<file path="config.mk">
export PLATFORM = sky130hd
export DESIGN_NAME = axi_rd_arbiter
export DESIGN_NICKNAME = d
export VERILOG_FILES = /design/src/rtl/axi_pkg.sv /design/src/rtl/axi_rd_arbiter.sv
export SDC_FILE = /design/constraint.sdc
export NUM_CORES = 1
export LEC_CHECK = 0
export BUFFER_PORTS_ARGS = -buffer_cell sky130_fd_sc_hd__buf_2
export CAP_MARGIN = 20
export CORE_ASPECT_RATIO = 0.7
export CORE_UTILIZATION = 45
export DETAILED_ROUTE_END_ITERATION = 8
export PLACE_DENSITY = 0.89
export SYNTH_ARGS = -nofsm -noshare
export SYNTH_HDL_FRONTEND = slang
export SYNTH_SLANG_ARGS = --single-unit
</file>
<file path="constraint.sdc">
create_clock -name aclk -period 3.5 [get_ports aclk]
set_input_delay 0 -clock aclk [delete_from_list [all_inputs] [get_ports aclk]]
set_output_delay 0 -clock aclk [all_outputs]
set_load 0.03 [all_outputs]
</file>
<file path="src/rtl/axi_pkg.sv">
// Shared AXI read-side constants plus the owner and FSM encodings used by
// the read arbiter and the core top.
package axi_pkg;

    localparam int unsigned ID_W   = 4;
    localparam int unsigned LEN_W  = 4;
    localparam int unsigned DATA_W = 32;

    localparam logic [1:0] RESP_OKAY  = 2'b00;
    localparam logic [1:0] BURST_INCR = 2'b01;
    localparam logic [2:0] SIZE_4B    = 3'b010;

    typedef enum logic {
        OWN_INST = 1'b0,
        OWN_DATA = 1'b1
    } owner_e;

    typedef enum logic [1:0] {
        IDLE = 2'd0,
        ADDR = 2'd1,
        DATA = 2'd2
    } state_e;

endpackage

</file>
<file path="src/rtl/axi_rd_arbiter.sv">
// Shares one AXI read channel between instruction fetch and data load,
// one outstanding burst at a time, routing R beats back to the owner.
module axi_rd_arbiter
    import axi_pkg::*;
#(
    parameter logic [3:0]  INST_ID = 4'd0,
    parameter logic [3:0]  DATA_ID = 4'd1,
    parameter int unsigned ADDR_W  = 32
) (
    input  logic              aclk,
    input  logic              aresetn,

    input  logic              inst_req,
    input  logic [ADDR_W-1:0] inst_addr,
    input  logic [LEN_W-1:0]  inst_len,
    output logic              inst_addr_ok,
    output logic              inst_rvalid,
    output logic              inst_rlast,

    input  logic              data_req,
    input  logic [ADDR_W-1:0] data_addr,
    input  logic [LEN_W-1:0]  data_len,
    output logic              data_addr_ok,
    output logic              data_rvalid,
    output logic              data_rlast,

    output logic [DATA_W-1:0] rd_rdata,
    output logic              rd_err,

    output logic [ID_W-1:0]   arid,
    output logic [ADDR_W-1:0] araddr,
    output logic [LEN_W-1:0]  arlen,
    output logic              arvalid,
    input  logic              arready,

    input  logic [ID_W-1:0]   rid,
    input  logic [DATA_W-1:0] rdata,
    input  logic [1:0]        rresp,
    input  logic              rlast,
    input  logic              rvalid,
    output logic              rready
);

    state_e              state_q, state_d;
    owner_e              owner_q, owner_d;
    owner_e              last_q, last_d;
    owner_e              pick;
    logic [ID_W-1:0]     id_q, id_d;
    logic [ADDR_W-1:0]   addr_q, addr_d;
    logic [LEN_W-1:0]    len_q, len_d;
    logic                fwd;

    // Round-robin between the two requesters; on a tie the one not served last wins.
    function automatic owner_e rr_pick(input logic ireq, input logic dreq, input owner_e last);
        if (ireq && dreq) begin
            return (last == OWN_INST) ? OWN_DATA : OWN_INST;
        end else if (dreq) begin
            return OWN_DATA;
        end
        return OWN_INST;
    endfunction

    always_ff @(posedge aclk or negedge aresetn) begin
        if (!aresetn) begin
            state_q <= IDLE;
            owner_q <= OWN_INST;
            last_q  <= OWN_INST;
            id_q    <= '0;
            addr_q  <= '0;
            len_q   <= '0;
        end else begin
            state_q <= state_d;
            owner_q <= owner_d;
            last_q  <= last_d;
            id_q    <= id_d;
            addr_q  <= addr_d;
            len_q   <= len_d;
        end
    end

    always_comb begin
        state_d      = state_q;
        owner_d      = owner_q;
        last_d       = last_q;
        id_d         = id_q;
        addr_d       = addr_q;
        len_d        = len_q;
        pick         = OWN_INST;
        fwd          = 1'b0;
        inst_addr_ok = 1'b0;
        inst_rvalid  = 1'b0;
        inst_rlast   = 1'b0;
        data_addr_ok = 1'b0;
        data_rvalid  = 1'b0;
        data_rlast   = 1'b0;
        rd_rdata     = '0;
        rd_err       = 1'b0;
        arid         = '0;
        araddr       = '0;
        arlen        = '0;
        arvalid      = 1'b0;
        rready       = 1'b0;

        case (state_q)
            IDLE: begin
                if (inst_req || data_req) begin
                    pick    = rr_pick(inst_req, data_req, last_q);
                    owner_d = pick;
                    last_d  = pick;
                    id_d    = (pick == OWN_DATA) ? DATA_ID : INST_ID;
                    addr_d  = (pick == OWN_DATA) ? data_addr : inst_addr;
                    len_d   = (pick == OWN_DATA) ? data_len : inst_len;
                    state_d = ADDR;
                end
            end
            ADDR: begin
                arvalid = 1'b1;
                arid    = id_q;
                araddr  = addr_q;
                arlen   = len_q;
                if (arready) begin
                    inst_addr_ok = (owner_q == OWN_INST);
                    data_addr_ok = (owner_q == OWN_DATA);
                    state_d      = DATA;
                end
            end
            DATA: begin
                rready = 1'b1;
                // Beats carrying a foreign id are drained but never forwarded.
                fwd = rvalid && (rid == id_q);
                if (fwd) begin
                    rd_rdata    = rdata;
                    rd_err      = (rresp != RESP_OKAY);
                    inst_rvalid = (owner_q == OWN_INST);
                    inst_rlast  = (owner_q == OWN_INST) && rlast;
                    data_rvalid = (owner_q == OWN_DATA);
                    data_rlast  = (owner_q == OWN_DATA) && rlast;
                end
                if (rvalid && rlast) begin
                    state_d = IDLE;
                end
            end
            default: state_d = IDLE;
        endcase
    end

endmodule

</file>
==> results.yml, run 1 <==
pwr:
  fin_total_pwr_mw: 2.91
  pwr-share-clk: 0.113
  seqPwrFrac: 0.286
  p_comb_frac: 0.601
  irDropWorstVdd_uv: 426
  p_sw_frac: 0.419
  power.density_mw_per_mm2: 755
  leakage_nw: 2.21
  p_sw_mw: 1.22
  p_int_mw: 1.69
route:
  num_vias: 2344
  drcViolationCount: 0
  vias_per_cell: 4.77
  drtIter0Drc: 55
  wl_per_cell_um: 14.8
  drt_pass1_iterations: 4
  postRouteAntennaNets: 0
  drt_wl_total_mm: 7.27
clocking:
  h-tree-depth: 2
  cts_tree: "done"
  numCtsBuffers: 5
  cts_max_path_buffers: 2
  post_cts_buffers: 0
  hold_buffers: 2
  clk_pin_slew_ps: 70
  cts_resized: 0
  clk_latency_ps: 280
  cts_sinks: 39
  root_buffer: "clkbuf_8"
layout:
  diodes: 0
  drive_above_1_share: 0.688
  layout_commonest_cell: "buf_2"
  num-nets-final: 532
  final_cell_mix: "194 x buf_2, 68 x and2_1, 58 x mux2_4"
  fill_cells: 461
  synthToLayoutAreaGrowth_pct: 38.1
  stdcell_count: 491
synthesis:
  synth_cells: 225
  synth-seq-cells: 39
  ys_warn_count: 0
  synthArstFlopShare: 1.00
  syn-mean-instance-area_um2: 12.4
  ys.flop_type: "dfrtp_1"
  seq_area_frac_synth: 0.350
  synth_area_mm2: 0.00279
  synth_cell_type_count: 26
  synth_edf_count: 0
floorplan:
  die_w_um: 96.1
  initial_utilization: 0.477
  row_count: 23
  die-area_mm2: 0.00652
  io-pin-count: 198
  core_area_mm2: 0.00584
  die_h_um: 67.8
place:
  io_buffers: 194
  gp_congestion: 0.733
  dp_hpwl_mm: 5.62
  post-place-ws_ps: 1710
  place_inst: 481
setup_path:
  crit_slowest_cell: "and4bb_2"
  cp-end-kind: "output port"
  critPathMaxStageDelay_ps: 620
  cp.arrival_ps: 2020
  path_max_fanout: 33
  worstPathCellList: "xor2_1 -> and4bb_2 -> and2_1 -> buf_2"
  crit_path_start_kind: "register"
  cp.required_ps: 3500
  crit_type: "reg -> out"
flow_run:
  drv_cap: 0
sta:
  hold_viol_final: 0
  worst_slack_ps: 1480
  slew-limit-headroom: 0.405
  max_freq_ghz: 0.495
  grt_setup_unrepaired: "false"
  skew_ps: 7.73
  period_share: 0.577
  slew_violations: 0
  fin_crit_ps: 2020
  fin_tns_setup_ps: 0
  setup_violations: 0
  worstMarginPinSlew_ps: 893
global_routing:
  grt.total_usage: 0.212
  gr-usage-met1: 0.299
  gr-usage-met3: 0.0533
  antenna_found_initial: 0
  gr-max-usage-layer: "met2"
  grt_max_degree: 42
  grt_pass1_vias: 2148
  grt.overflow.total: 0
  gr-usage-met2: 0.331
  grt_pass1_wl_mm: 10.4
status:
  status: "complete, no violations"
worst_hold_path:
  min-delay-path-class: "in -> reg"
[critical path: cells and delay by family, from the launching register on]
family / cells / cell delay, ps
flops: 1 / 500
simple gates: 2 / 840
xor+xnor: 1 / 200
buf+inv: 1 / 200
[per-layer routing]
metal | part of all wire | vias up | routed length (um)
met5 | 0 | - | 0
li1 | - | 1128 | -
met2 | 0.47 | 93 | 3390
met3 | 0.067 | 4 | 490
met1 | 0.46 | 1119 | 3360
met4 | 0.0041 | 0 | 30
[path summary, 6_finish.rpt]
kind                                   startpoint                endpoint  slack (ps)  cells after the start
max in group asynchronous                 aresetn  addr_q[19]$_DFFE_PN0P_        2560                      2
hold / removal                             rvalid  state_q[1]$_DFFE_PN0P_          20                      4
min in group asynchronous                 aresetn   addr_q[7]$_DFFE_PN0P_         380                      2
setup reg to reg               last_q$_DFFE_PN0P_    len_q[1]$_DFFE_PN0P_        1720                      4
setup / recovery               last_q$_DFFE_PN0P_             rd_rdata[7]        1480                      4
hold reg to reg            addr_q[28]$_DFFE_PN0P_  addr_q[28]$_DFFE_PN0P_         500                      1
[Yosys cell counts, types with 3 or more instances]
| library cell | n | area share |
|---|---|---|
| buf_4 | 6 | 0.016 |
| buf_12 | 4 | 0.029 |
| and2_1 | 68 | 0.15 |
| nor2_1 | 3 | 0.0040 |
| mux2_4 | 58 | 0.31 |
| nand2_1 | 4 | 0.0054 |
| mux2_2 | 15 | 0.061 |
| dfrtp_1 | 39 | 0.35 |
| clkbuf_1 | 6 | 0.0081 |
[layout make-up]
cell class / instances / area (um^2) / area share
tap: 75 / 93.8 / 0.0244
sequential: 39 / 976 / 0.254
clock buffer: 8 / 100 / 0.0260
inverter: 1 / 3.75 / 0.000976
timing repair buffer: 200 / 1020 / 0.265
multi-input combinational: 168 / 1650 / 0.430
[flip-flops by register name (all words and copies together), names as in the netlist]
register	cells
len_q	4
last_q	1
state_q	2
addr_q	32
[cells by family after synthesis]
| logic type | count (synthesis) | share of synthesized area |
|---|---|---|
| AOI/OAI and AO/OA | 3 | 0.0121 |
| xor gates and xnor gates | 1 | 0.00314 |
| buffers and inverters | 20 | 0.0620 |
| DFF | 39 | 0.350 |
| muxes | 73 | 0.373 |
| other | 1 | 0.00135 |
| and+or+nand+nor | 88 | 0.198 |
[power by group through the flow]
stage          Clock, mW  Combinational [mW]  Sequential, mW
2_1_floorplan          0                1.43           0.767
3_3_place_gp           0                1.71           0.821
3_5_place_dp           0                1.76           0.831
4_1_cts            0.340                1.76           0.831
5_1_grt            0.360                1.86           0.860
6_report           0.328                1.75           0.830
[stage by stage]
step | utilization | hold slack [ps] | instance area, um^2
2_1_floorplan | - | -296 | 2790
5_1_grt | 0.659 | 27.4 | 3850
3_5_place_dp | 0.638 | 176 | 3730
4_1_cts | 0.659 | 1.23 | 3850
6_report | 0.659 | 16.4 | 3850
3_3_place_gp | 0.638 | 157 | 3730
Power figures use the tool's default switching activity.
==> run 2, diff against run 1 <==
CORE_UTILIZATION = 38   (was 45)
PLACE_DENSITY = 0.8   (was 0.89)
clock period = 1.65 ns   (was 3.5 ns; I/O delays follow)
==> results.yml, run 2 (synthesis results as in run 1) <==
setup_path:
  path_max_fanout: 21
  cp.required_ps: 1830
  cp-end-kind: "register"
  crit_path_start_kind: "register"
  cp.arrival_ps: 1850
  rr_worst_depth: 5
  crit_type: "reg -> reg"
route:
  postRouteAntennaNets: 0
  wl_per_cell_um: 14.4
  drt_wl_total_mm: 7.53
  drt_pass1_iterations: 4
  vias_per_cell: 4.56
  drtIter0Drc: 32
  num_vias: 2378
  drcViolationCount: 0
global_routing:
  gr-usage-met2: 0.331
  grt.total_usage: 0.191
  grt_pass1_wl_mm: 11.6
  grt_pass1_vias: 2317
  antenna_found_initial: 0
  gr-usage-met3: 0.0364
  grt_max_degree: 40
  gr-usage-met1: 0.252
  gr-max-usage-layer: "met2"
  grt.overflow.total: 0
layout:
  final_cell_mix: "158 x buf_2, 58 x mux2_4, 50 x and2_1"
  fill_cells: 535
  layout_commonest_cell: "buf_2"
  reg.largest.list: "addr_q x32, len_q x4, state_q x2"
  synthToLayoutAreaGrowth_pct: 56.1
  multi_input_area_mm2: 0.00173
  regArea_um2: 976
  num-nets-final: 544
  diodes: 0
  regMostFlops: "addr_q"
  largest_reg_flops: 32
  drive_above_1_share: 0.748
pwr:
  power.density_mw_per_mm2: 1520
  irDropWorstVdd_uv: 933
  leakage_nw: 2.35
clocking:
  numCtsBuffers: 5
  root_buffer: "clkbuf_8"
  cts_max_path_buffers: 2
  clk_latency_ps: 280
  cts_tree: "done"
  h-tree-depth: 2
  cts_sinks: 39
  clk_pin_slew_ps: 80
worst_hold_path:
  min-delay-path-class: "in -> reg"
  min_path_cells: 4
sta:
  setup_violations: 25
  slew_violations: 0
  skew_ps: 9.24
  worstMarginPinSlew_ps: 514
  hold_viol_final: 0
  period_share: 1.02
  max_freq_ghz: 0.597
  grt_setup_unrepaired: "true"
  slew-limit-headroom: 0.658
  worst_slack_ps: -26.4
  fin_tns_setup_ps: -233
  fin_crit_ps: 1680
status:
  status: "complete, but fails checks"
  violations: "setup timing"
place:
  dp_hpwl_mm: 5.32
  post-place-ws_ps: 66.6
  gp_congestion: 0.749
  io_buffers: 194
floorplan:
  die-area_mm2: 0.00768
  row_count: 25
  die_h_um: 73.6
  die_w_um: 104
  initial_utilization: 0.403
  io-pin-count: 198
  core_area_mm2: 0.00691
flow_run:
  drv_cap: 0
## run 2: changes by cell type in the layout (fill, tap and decap cells not counted), moves of 2 or more
cell      before  now
and2_4         0   18
buf_2        194  158
and2_1        68   50
nor4b_1        2    0
buf_4          4   11
buf_12         0    5
buf_6          0   33
clkbuf_4       0    2
## run 2: path summary, 6_finish.rpt
kind,startpoint,end,slack [ps]
max in group asynchronous,aresetn,addr_q[23]$_DFFE_PN0P_,980
min,rvalid,state_q[1]$_DFFE_PN0P_,30
min in group asynchronous,aresetn,addr_q[1]$_DFFE_PN0P_,300
max reg2reg,last_q$_DFFE_PN0P_,addr_q[31]$_DFFE_PN0P_,-30
max,last_q$_DFFE_PN0P_,addr_q[31]$_DFFE_PN0P_,-30
min reg2reg,addr_q[11]$_DFFE_PN0P_,addr_q[11]$_DFFE_PN0P_,500
## run 2: repair_timing
item	CTS	global route
setup endpoints to repair	35	75
buffers inserted	1	5
pin swaps	0	2
gates cloned	0	1
gates resized for setup	61	33
hold endpoints to repair	41	0
hold buffers	2	0
## run 2: per-stage QoR
stage          hold slack (ps)  cells  cell area, um^2  utilization  power [mW]
2_1_floorplan             -296    227             2800            -        4.67
3_3_place_gp              83.2    505             3850        0.557        5.51
3_5_place_dp              96.0    505             3850        0.557        5.61
4_1_cts                   20.6    516             4180        0.605        6.51
5_1_grt                   51.2    522             4350        0.629        6.99
6_report                  29.9    522             4350        0.629        6.60
## run 2: critical path, cell delays in order (launching register included)
cell	delay [ps]
dfrtp_1	390
buf_4	150
a21boi_4	190
buf_12	220
mux2_2	350
mux2_2	260
## run 2: report_power, final
| part | internal [mW] | switching [mW] | total [mW] |
|---|---|---|---|
| sequential | 1.46 | 0.268 | 1.72 |
| clock | 0.490 | 0.328 | 0.818 |
| combinational | 2.00 | 2.06 | 4.06 |
## run 2: per-layer routing
metal  wire, um  up-vias
met1       3350     1138
met4         44        0
met5          0        -
li1           -     1152
met2       3780       82
met3        360        6
## run 2: cell type report
cell class,instances,share of cell area
clock buffers,6,0.0190
clock inverters,2,0.00805
inverters,1,0.000863
multi-input cells,168,0.398
flip-flops and latches,39,0.224
well taps,94,0.0270
repair buffers,212,0.323
